### src/rtl/lcd_access_arbiter.sv
// Round-robin arbiter sharing one LCD message driver among three requesters.
// Each transaction runs grant -> start pulse -> wait for done/timeout -> ack.
module lcd_access_arbiter #(
   parameter int MSG_W   = 8,
   parameter int TIMEOUT = 1023,
   parameter int TO_W    = 10
) (
   input  logic             clk_i,
   input  logic             rst_i,
   input  logic [2:0]       req_i,
   input  logic [MSG_W-1:0] msg0_i,
   input  logic [MSG_W-1:0] msg1_i,
   input  logic [MSG_W-1:0] msg2_i,
   input  logic [2:0]       req_mask_i,
   input  logic             lcd_busy_i,
   input  logic             lcd_done_i,
   output logic             lcd_start_o,
   output logic [MSG_W-1:0] lcd_msg_o,
   output logic [2:0]       grant_o,
   output logic [1:0]       owner_o,
   output logic [2:0]       ack_o,
   output logic             timeout_err_o
);

   // state | meaning
   // IDLE  | arbitrate among eligible requesters while the driver is ready
   // ISSUE | start pulse to the driver, timer cleared
   // WAIT  | owner held until lcd_done or the timer reaches its terminal count
   // ACK   | ack pulse to the owner, grant released
   localparam logic [1:0] S_IDLE  = 2'd0;
   localparam logic [1:0] S_ISSUE = 2'd1;
   localparam logic [1:0] S_WAIT  = 2'd2;
   localparam logic [1:0] S_ACK   = 2'd3;

   localparam logic [1:0]      OWNER_NONE = 2'd3;
   localparam logic [TO_W-1:0] TIMER_TC   = TO_W'(TIMEOUT - 1);

   logic [1:0]       state_q, state_d;
   logic [2:0]       grant_q, grant_d;
   logic [1:0]       owner_q, owner_d;
   logic [MSG_W-1:0] lcd_msg_q, lcd_msg_d;
   logic             lcd_start_q, lcd_start_d;
   logic [2:0]       ack_q, ack_d;
   logic             timeout_err_q, timeout_err_d;
   logic [TO_W-1:0]  timer_q, timer_d;
   logic [1:0]       last_owner_q, last_owner_d;

   logic [3:0]       elig;
   logic [1:0]       cand1, cand2, cand3;
   logic [1:0]       winner;
   logic [MSG_W-1:0] winner_msg;

   function automatic logic [1:0] next_idx(input logic [1:0] idx);
      return (idx == 2'd2) ? 2'd0 : idx + 2'd1;
   endfunction

   // Search order starts just after the previous owner, ending on it.
   always_comb begin
      elig  = {1'b0, req_i & req_mask_i};
      cand1 = next_idx(last_owner_q);
      cand2 = next_idx(cand1);
      cand3 = next_idx(cand2);
      if (elig[cand1])
         winner = cand1;
      else if (elig[cand2])
         winner = cand2;
      else
         winner = cand3;
      case (winner)
         2'd0:    winner_msg = msg0_i;
         2'd1:    winner_msg = msg1_i;
         default: winner_msg = msg2_i;
      endcase
   end

   always_comb begin
      state_d       = state_q;
      grant_d       = grant_q;
      owner_d       = owner_q;
      lcd_msg_d     = lcd_msg_q;
      lcd_start_d   = 1'b0;
      ack_d         = 3'b000;
      timeout_err_d = 1'b0;
      timer_d       = timer_q;
      last_owner_d  = last_owner_q;

      case (state_q)
         S_IDLE: begin
            if ((elig != 4'b0000) && !lcd_busy_i) begin
               state_d     = S_ISSUE;
               grant_d     = 3'(3'b001 << winner);
               owner_d     = winner;
               lcd_msg_d   = winner_msg;
               lcd_start_d = 1'b1;
            end
         end
         S_ISSUE: begin
            timer_d = '0;
            state_d = S_WAIT;
         end
         S_WAIT: begin
            // Done on the terminal-count cycle takes precedence over the timeout.
            if (lcd_done_i || (timer_q == TIMER_TC)) begin
               state_d       = S_ACK;
               ack_d         = grant_q;
               timeout_err_d = !lcd_done_i;
               grant_d       = 3'b000;
               owner_d       = OWNER_NONE;
               last_owner_d  = owner_q;
            end else begin
               timer_d = timer_q + 1'b1;
            end
         end
         S_ACK: begin
            state_d = S_IDLE;
         end
         default: begin
            state_d = S_IDLE;
         end
      endcase
   end

   always_ff @(posedge clk_i or posedge rst_i) begin
      if (rst_i) begin
         state_q       <= S_IDLE;
         grant_q       <= 3'b000;
         owner_q       <= OWNER_NONE;
         lcd_msg_q     <= '0;
         lcd_start_q   <= 1'b0;
         ack_q         <= 3'b000;
         timeout_err_q <= 1'b0;
         timer_q       <= '0;
         last_owner_q  <= 2'd2;
      end else begin
         state_q       <= state_d;
         grant_q       <= grant_d;
         owner_q       <= owner_d;
         lcd_msg_q     <= lcd_msg_d;
         lcd_start_q   <= lcd_start_d;
         ack_q         <= ack_d;
         timeout_err_q <= timeout_err_d;
         timer_q       <= timer_d;
         last_owner_q  <= last_owner_d;
      end
   end

   assign lcd_start_o   = lcd_start_q;
   assign lcd_msg_o     = lcd_msg_q;
   assign grant_o       = grant_q;
   assign owner_o       = owner_q;
   assign ack_o         = ack_q;
   assign timeout_err_o = timeout_err_q;

endmodule

### config.mk
export PLATFORM = sky130hd
export DESIGN_NAME = lcd_access_arbiter
export DESIGN_NICKNAME = d
export VERILOG_FILES = /design/src/rtl/lcd_access_arbiter.sv
export SDC_FILE = /design/constraint.sdc
export NUM_CORES = 1
export LEC_CHECK = 0
export CAP_MARGIN = 20
export CELL_PAD_IN_SITES_DETAIL_PLACEMENT = 0
export CELL_PAD_IN_SITES_GLOBAL_PLACEMENT = 1
export CORE_MARGIN = 3
export CORE_UTILIZATION = 38
export DETAILED_ROUTE_END_ITERATION = 12
export PLACE_DENSITY_LB_ADDON = 0.1
export SLEW_MARGIN = 15
export SYNTH_ARGS = -nofsm -noshare
export SYNTH_HDL_FRONTEND = slang
export SYNTH_SLANG_ARGS = --single-unit
### constraint.sdc
create_clock -name clk_i -period 5.2 [get_ports clk_i]
set_clock_uncertainty 0.2 [all_clocks]
set_input_delay 1.04 -clock clk_i [delete_from_list [all_inputs] [get_ports clk_i]]
set_output_delay 1.04 -clock clk_i [all_outputs]
set_load 0.03 [all_outputs]
==> results of run 1 <==
## flip-flops by register name, summed over array words and instances (netlist names)
register       cells
owner_o            2
timeout_err_o      1
timer_q           10
grant_o            3
ack_o              3
state_q            2
last_owner_q       2
lcd_start_o        1
lcd_msg_o          8
## cells in the final DEF (no fill, tap or decap), drive strengths merged, types with 2 or more instances in the layout
master         count
a21oi             12
clkdlybuf4s50     51
nor3               5
a211o              3
o31ai              4
o2bb2ai            2
ha                 6
dfstp              3
o21ai             14
nor2b              3
and3               4
mux2i              2
nand2b             2
nand3              9
nor3b              2
dfrtp             29
o21a               2
buf                2
nor2              13
inv                7
clkbuf             8
a221oi             8
nand2              6
and2               4
mux2               3
nand4              3
o211ai             3
## layout make-up
cell class | instances | share of cell area (%)
sequential | 32 | 33.59
inverter | 7 | 1.097
clock buffer | 8 | 3.762
multi-input combinational | 127 | 36.99
tap | 50 | 2.612
timing repair buffer | 53 | 21.94
## report_power, final
group          switching, µW  internal, µW  leakage [µW]  total (µW)
logic                    304           231      0.000574         535
clock network           84.5           108     0.0000455         192
registers               58.8           330      0.000403         389
total                    447           669       0.00102        1120
## per-stage QoR
stage,util (%),std cells
after detailed placement,54.85,269
after floorplan,-,170
after CTS,57.00,277
after global routing,57.00,277
after global placement,54.85,269
final,57.00,277
## kinds of logic (layout without fill, tap and decap cells)
group	count (synthesis)	in the layout
buffers and inverters	11	68
adder cells (fa/ha/maj)	6	6
flip-flops	32	32
AO/OA/AOI/OAI	58	58
multiplexers	5	5
AND/OR/NAND/NOR	58	58
## worst register-to-register path, stage by stage, from the launching register on
cell and delay, ps:
dfrtp_1 390, inv_1 130, ha_1 370, and2b_2 260
o31a_1 310, nor2_1 170, a221o_2 410
## worst max path at each step
stage / cells after the start / endpoint / slack (ps)
2_1_floorplan: 4 / grant_o[1] / 2880
3_3_place_gp: 5 / lcd_msg_o[0] / 2130
3_5_place_dp: 5 / lcd_msg_o[0] / 2110
4_1_cts: 5 / lcd_msg_o[0] / 2400
5_1_grt: 5 / lcd_msg_o[7] / 2270
6_report: 5 / lcd_msg_o[0] / 2380
## per-layer routing
layer	wire length, µm	part of all wire, %	up-vias	global-route usage (%)
li1	-	-	763	-
met1	1989	45	800	22.69
met2	2206	50	44	26.48
met3	211	4.7	5	4.104
met4	48	1.1	0	6.237
met5	0	0	-	0
==> results.md, run 1 <==
* Status: finished clean
* Pwr Total at 1116 µW
* Via/cell ratio at 5.819
* All-Layer GR Usage at 16.95%
* Tcrit/Tclk final at 54.21%
* Layout Nets at 266
* Tightest Pin Transition at 700.1 ps
* Commonest register cell after synthesis: dfrtp_1
* Hpwl dp at 3.482 mm
* Largest family of logic cells by synthesized area: compound AO/OA/AOI/OAI gates
* Setup TNS at 0 ps
* Reg area at 804.5 µm²
* Final WS setup at 2381 ps
* Clk sinks at 32
* Cts repair resizes at 0
* Routability Congestion at 0.8799
* Synth Area per Inst at 10.23 µm²
* Worst vdd ir at 0.2673 mV
* First-pass GRT wire length at 7.051 mm
* Final Hold Vio Count at 0
* Initial drt markers at 75
* Worst r2r src: state_q[0]
* Maximum number of pins on one net before global-route repair at 33
* CP peak stage delay at 560 ps
* Post-synth top area cell: dfrtp_1
* Crit-path slowest cell: a21boi_1
* Final Slew Violations at 0
* Multi-input logic area at 885.9 µm²
* Hold path depth at 2
* Num CTS Buffers at 5
* Post-route cell area at ~2400 µm²
* FP Rows at 23
* Slew margin rel. at 53.32%
* Sequential area share after synthesis at 46.26%
* Number of H-tree levels at 2
* Top cell type's share of synthesized area at a little over two fifths
* Vias in the first global route at between 1,500 and 2,000
* Reg2Reg Depth at 6
* Post-synth ARST share at 100.0%
* Cell Chain, Critical Path: clkdlybuf4s50_1, a211o_1, a21boi_1, o21ai_0, a21oi_1
* Total gr overflow at 0
* Top cells by area, synth: dfrtp_1, dfstp_2, ha_1
* Hold path startpoint: owner_o[0]
* Crit Reg-Reg Endpoint: timer_q[9]
* Die H at 73.65 µm
* Worst R2R Setup Slack at 2860 ps
* Routed vias at 1,612
* Syn Inst Count at between 150 and 200
* Top cells by count, synth: dfrtp_1, o21ai_0, nor2_1, a21oi_1, nand3_1
* Worst setup SP type: input pin
* Final WL at 4.455 mm
* Number of synthesized flops with an enable pin at 0
* Max Fclk at between 300 and 400 MHz
* CTS root buf: clkbuf_8
* Synth Warn # at 0
* Setup WS pre-CTS at 2113 ps
* Hold_buf cts at 0
* Endpoints failing setup at 0
* Post-CTS setup buffers at 0
* Mux contribution to synthesized area at about 3.3%
* Netlist cell types at 48
* CTS tree: built
* WL/cell at 16.08 µm
* Worst Path Required at 5190 ps
* DRC at 0
* Die W at 73.65 µm
* Synth Cell Area at around 1700 µm²
* Leak at 0.001023 µW
* ANT cells at 0
* Adder-cell share of the synthesized area at 4.317%
* Unrepaired setup endpoints after global routing: false
* Crit path max-delay family: compound AO/OA/AOI/OAI gates
* Simple logic cell fraction of the synthesized area at 18.92%
* Post-Syn Nets at 210
* Kind of critical path: in -> reg
* Hold_ws at between 200 and 300 ps
* HP Class: reg -> reg
* Initial core utilization at roughly 41%
* Synthesized flop and latch total at 32
* Post-route ant nets at 0
* Most numerous cell in the Yosys netlist: dfrtp_1
* I/O pin total at 52
* Layout cells sized above 1 at 11.01%
* Hold Path Sink: owner_o[0]
* Tmin final at 2819 ps
* Reg clk slew, reported paths at approximately 60 ps
* Placed cell area at 2305 µm²
* Worst path arrival time at 2810 ps
* Beginning of the critical path: req_i[1]
* Fillcell total at 366
* Clock latency on the worst-skew pair at 280 ps
* Core area at 4202 µm²
* Worst-path maximum fanout at 9
* Area added between synthesis and finish at 37.70%
* Crit end category: flip-flop
* First-pass detailed-route iteration total at 6
* Worst path bufs/invs at 1
* XOR/XNOR Fraction of Synth Area at 0%
* Initial antenna violation count at 0
* Port Buf Inserts at 51
* Number of max-cap violations at 0
* P per Cell Area at around 470 nW/µm²
* Die ar. at between 5000 and 6000 µm²
* Synth Area in Compound Gates at ~24%
* Clk buf depth at 2
No activity file was read; power rests on OpenSTA's default activity.
==> run 2: changes to the inputs <==
- CORE_UTILIZATION: 38 -> 35
- clock period: 5.2 -> 2.6 ns (I/O delays scaled with it)
==> run 2 against run 1 <==
- sequential share of layout area fell by 0.79 points
- via count fell by 1.8%
- worst setup slack got worse by 2000 ps
==> results.md, run 2 (synthesis gave the netlist of run 1 again) <==
* Status: finished clean
* # placed instances at 290 (+7.8%)
* Worst path arrival time at 2200 ps (-610 ps)
* Reg clk slew, reported paths at 60 ps (about the same)
* Slew margin rel. at 49.08% (-4.2 points)
* Crit-path slowest cell: o31ai_2
* Placed cell area at 2356 µm² (+2.2%)
* Tcrit/Tclk final at 85.93%
* Number of max-cap violations at 0 (unchanged)
* Initial core utilization at 36.58% (-4.8 points)
* Worst setup SP type: flip-flop
* Crit end category: flip-flop
* Die H at 76.49 µm (+3.9%)
* Total gr overflow at 0 (unchanged)
* Hold_ws at 282.1 ps (+10.20 ps)
* Port Buf Inserts at 51 (unchanged)
* Post-CTS setup buffers at 0 (unchanged)
* Num CTS Buffers at 5 (unchanged)
* I/O pin total at 52 (unchanged)
* First-pass GRT wire length at 7.872 mm (+12%)
* Most common cell after layout, fill and taps aside: clkdlybuf4s50_1
* CP peak stage delay at 700 ps (+140 ps)
* Post-route cell area at 2452 µm² (+2.4%)
* All-Layer GR Usage at 16.54% (-0.41 points)
* FP Rows at 25 (+8.7%)
* Worst vdd ir at 0.4880 mV (+83%)
* Tmin final at 2234 ps
* Worst R2R Setup Slack at 370 ps (-2490 ps)
* Largest register FFs at 10 (unchanged)
* P per Cell Area at 928.4 nW/µm² (+99%)
* CTS root buf: clkbuf_8
* Max Fclk at 447.6 MHz
* Pwr Total at 2277 µW (+100%)
* Die W at 76.49 µm (+3.9%)
* Final Slew Violations at 0 (unchanged)
* Routability Congestion at 0.8592 (-2.4%)
* Final WL at 4.568 mm (+2.5%)
* Multi-input logic area at 885.9 µm² (unchanged)
* DRC at 0 (unchanged)
* HP Class: reg -> reg
* Cts repair resizes at 0 (unchanged)
* Post-route ant nets at 0 (unchanged)
* Area added between synthesis and finish at 41.01%
* Reg area at 804.5 µm² (unchanged)
* Clk sinks at 32 (unchanged)
* Clock latency on the worst-skew pair at 280 ps (about the same)
* Vias in the first global route at 1,622 (+3.9%)
* Maximum number of pins on one net before global-route repair at 33 (unchanged)
* Most flops, register: timer_q
* CTS tree: built
* Setup TNS at 0 ps (unchanged)
* Crit path max-delay family: compound AO/OA/AOI/OAI gates
* Final Hold Vio Count at 0 (unchanged)
* Layout Nets at 270 (+1.5%)
* Via/cell ratio at 5.330 (-8.4%)
* Kind of critical path: reg -> reg
* Cell Chain, Critical Path: inv_1, ha_1, nand4_2, o31ai_2, nor3b_1, a211o_1
* Routed vias at 1,583 (-1.8%)
* First-pass detailed-route iteration total at 4 (-2)
* WL/cell at 15.38 µm (-4.4%)
* Tightest Pin Transition at 759.2 ps (+59.08 ps)
* Leak at 0.001048 µW (+2.5%)
* Most frequent cells in the layout: clkdlybuf4s50_1, dfrtp_1, o21ai_0
* Hpwl dp at 3.408 mm (-2.1%)
* Hold_buf cts at 0 (unchanged)
* Core area at 4755 µm² (+13%)
* ANT cells at 0 (unchanged)
* Worst-path maximum fanout at 10 (+1)
* Clk buf depth at 2 (unchanged)
* Fillcell total at 450 (+23%)
* Worst Path Required at 2570 ps (-2620 ps)
* Endpoints failing setup at 0 (unchanged)
* Initial antenna violation count at 0 (unchanged)
* Initial drt markers at 49 (-35%)
* Final Non-Filler Cells at 297 (+7.2%)
* Worst path bufs/invs at 1 (unchanged)
* Die ar. at 5851 µm² (+7.9%)
* Unrepaired setup endpoints after global routing: false
* Layout cells sized above 1 at 13.04% (+2.0 points)
* Number of H-tree levels at 2 (unchanged)
-- run 2: cell types whose count changed in the layout (fill, tap and decap cells not counted) --
| cell | previous run | this run |
|---|---|---|
| clkbuf_1 | 2 | 0 |
| clkbuf_8 | 6 | 7 |
| buf_4 | 2 | 6 |
-- run 2: worst paths after layout --
check	from	to	cells past startpoint
min reg2reg	owner_o[0]	owner_o[0]	2
max	timer_q[0]	timer_q[2]	6
min	owner_o[0]	owner_o[0]	2
max reg2reg	timer_q[0]	timer_q[2]	6
min in group asynchronous	rst_i	timer_q[0]	3
max in group asynchronous	rst_i	owner_o[1]	3
-- run 2: report_power, final --
part	internal, µW	total, µW	switching, µW	leakage (µW)
clock network	235	407	171	0.0000503
registers	660	778	117	0.000403
logic	484	1090	609	0.000594
total	1380	2280	897	0.00105
-- run 2: final cells by class --
cell class | instances | area share [%]
Clock buffer | 7 | 3.929
Inverter | 7 | 1.071
Multi-Input combinational cell | 127 | 36.12
Sequential cell | 32 | 32.81
Tap cell | 67 | 3.418
Timing Repair Buffer | 57 | 22.65
-- run 2: layer usage --
| layer | global-route usage [%] | vias up | part of all wire, % |
|---|---|---|---|
| met5 | 0 | - | 0 |
| met4 | 6.159 | 0 | 1.1 |
| met3 | 4.492 | 5 | 5.6 |
| met2 | 26.89 | 49 | 48 |
| met1 | 20.97 | 763 | 45 |
| li1 | - | 766 | - |
-- run 2: metrics by stage --
stage / setup slack, ps / utilization (%)
finish: 365.9 / 51.58
global route: 224.7 / 51.58
CTS: 368.0 / 51.58
detailed placement: 177.3 / 49.55
global placement: 177.8 / 49.55
floorplan: 607.9 / -
-- run 2: worst min-delay path: cells and delay by family, from the launching register on --
kind / cells / cell delay [ps]
flops: 1 / 370
compound gates: 1 / 60
buf+inv: 1 / 50
==> run 3: changes to the inputs <==
- GPL_TIMING_DRIVEN: not set -> 0
- PLACE_DENSITY: not set -> 0.81
- PLACE_DENSITY_LB_ADDON: 0.1 -> not set
- clock period: 2.6 -> 2.44 ns (I/O delays scaled with it)
==> run 3 against run 2 <==
- power rose by 4.8%
- critical endpoint is now state_q[1]
- largest power group unchanged
- non-clock buffer count fell by 2
- worst hold slack got worse by 1.8 ps
==> results.md, run 3 (synthesis gave the netlist of run 1 again) <==
* Die H at 76.49 µm (unchanged)
* Final Non-Filler Cells at 296 (-0.34%)
* Initial antenna violation count at 0 (unchanged)
* Tightest Pin Transition at 691.6 ps (-67.57 ps)
* Vias in the first global route at 1,479 (-8.8%)
* Num CTS Buffers at 5 (unchanged)
* Leak at 0.001022 µW (-2.4%)
* Hold_buf cts at 0 (unchanged)
* Placed cell area at 2333 µm² (-0.96%)
* Maximum number of pins on one net before global-route repair at 33 (unchanged)
* Clk buf depth at 2 (unchanged)
* Worst vdd ir at 0.4320 mV (-11%)
* Hpwl dp at 3.338 mm (-2.0%)
* ANT cells at 0 (unchanged)
* Post-route ant nets at 0 (unchanged)
* Die W at 76.49 µm (unchanged)
* Crit end category: flip-flop
* Port Buf Inserts at 51 (unchanged)
* CTS tree: built
* DRC at 0 (unchanged)
* Worst setup SP type: flip-flop
* Setup WS pre-CTS at -94.32 ps (-271.6 ps)
* Most flops, register: timer_q
* Status: finished clean
* Post-route cell area at 2429 µm² (-0.97%)
* Most frequent cells in the layout: clkdlybuf4s50_1, dfrtp_1, o21ai_0
* Worst Path Required at 2400 ps (-170 ps)
* Pwr Total at 2385 µW (+4.8%)
* Tcrit/Tclk final at 91.66% (+5.7 points)
* I/O pin total at 52 (unchanged)
* Final Slew Violations at 0 (unchanged)
* Layout cells sized above 1 at 11.35% (-1.7 points)
* Hold_ws at 280.3 ps (-1.774 ps)
* HP Class: reg -> reg
* Unrepaired setup endpoints after global routing: false
* Max Fclk at 447.1 MHz (-0.11%)
* Slew margin rel. at 53.61% (+4.5 points)
* Met1 Wirelength at 2.103 mm (+2.0%)
* Reg clk slew, reported paths at 60 ps (about the same)
* Worst-path maximum fanout at 6 (-4)
* Routed vias at 1,518 (-4.1%)
* Worst path arrival time at 2200 ps (about the same)
* Clock latency on the worst-skew pair at 280 ps (about the same)
* FP Rows at 25 (unchanged)
* Top sig layer: met4
* Initial drt markers at 78 (+59%)
* Largest register FFs at 10 (unchanged)
* First-pass detailed-route iteration total at 4 (unchanged)
* Routed met3 length at 155 µm (-39%)
* Number of H-tree levels at 2 (unchanged)
* Final WL at 4.418 mm (-3.3%)
* Core area at 4755 µm² (unchanged)
* Initial core utilization at 36.58% (unchanged)
* # placed instances at 288 (-0.69%)
* Layout Nets at 268 (-0.74%)
* Endpoints failing setup at 0 (unchanged)
* Routability Congestion at 0.7689 (-11%)
* WL/cell at 14.93 µm (-3.0%)
* Clk sinks at 32 (unchanged)
* Tmin final at 2237 ps (+2.423 ps)
* First-pass GRT wire length at 7.383 mm (-6.2%)
* Die ar. at 5851 µm² (unchanged)
* Final WS setup at 203.5 ps (-162.4 ps)
* All-Layer GR Usage at 15.89% (-0.65 points)
* Number of max-cap violations at 0 (unchanged)
* Total gr overflow at 0 (unchanged)
* Via/cell ratio at 5.128 (-3.8%)
* Area added between synthesis and finish at 39.64%
* Final Hold Vio Count at 0 (unchanged)
* P per Cell Area at 982.1 nW/µm² (+5.8%)
* Metal2 WL at 2.073 mm (-5.8%)
* Most common cell after layout, fill and taps aside: clkdlybuf4s50_1
* CTS root buf: clkbuf_8
* Kind of critical path: reg -> reg
run 3: cell types whose count changed in the layout (fill, tap and decap cells not counted), sizes merged:
cell    previous run  this run
clkbuf             7        11
buf                6         1
run 3: area by class of cell:
cell class,count,area (µm²)
plain buffers,4,22.52
multi-input cells,127,890.9
clock buffers,8,90.09
repair buffers,51,510.5
well taps,67,83.83
inverters,7,26.28
fillers,462,2326
flip-flops and latches,32,804.5
run 3: worst max-delay path, stage by stage (launching register included):
cell,delay [ps]
dfrtp_1,430
inv_1,80
ha_1,200
nand4_2,180
o31a_1,420
or2_4,310
mux2_4,300
run 3: per-layer routing:
metal,vias to the layer above,track usage [%]
met1,718,22.01
met5,-,0
li1,762,-
met2,32,23.64
met3,6,3.783
met4,0,6.703
run 3: report_power, final:
part,switching (µW),internal [µW],leakage [µW]
Clock,187,230,0.0000455
Sequential,118,704,0.000403
Combinational,645,502,0.000573
Total,950,1440,0.00102
run 3: worst paths after layout:
check / startpoint / to / slack, ps / cells after the start
min in group asynchronous: rst_i / timer_q[8] / 430 / 2
hold / removal: owner_o[0] / owner_o[0] / 280 / 2
setup / recovery: timer_q[0] / state_q[1] / 200 / 6
hold reg to reg: owner_o[0] / owner_o[0] / 280 / 2
setup reg to reg: timer_q[0] / state_q[1] / 200 / 6
max in group asynchronous: rst_i / lcd_start_o / 1170 / 2
run 3: what timing repair did:
action	4_1_cts	5_1_grt
gates resized for setup	0	1
buffers inserted	0	0
endpoints found under the setup margin	0	1
run 3: through the flow:
step | util (%) | TNS (ps)
6_report | 51.08 | 0
5_1_grt | 51.08 | 0
4_1_cts | 50.97 | 0
3_5_place_dp | 49.08 | -505.8
3_3_place_gp | 49.08 | -455.9
2_1_floorplan | - | 0
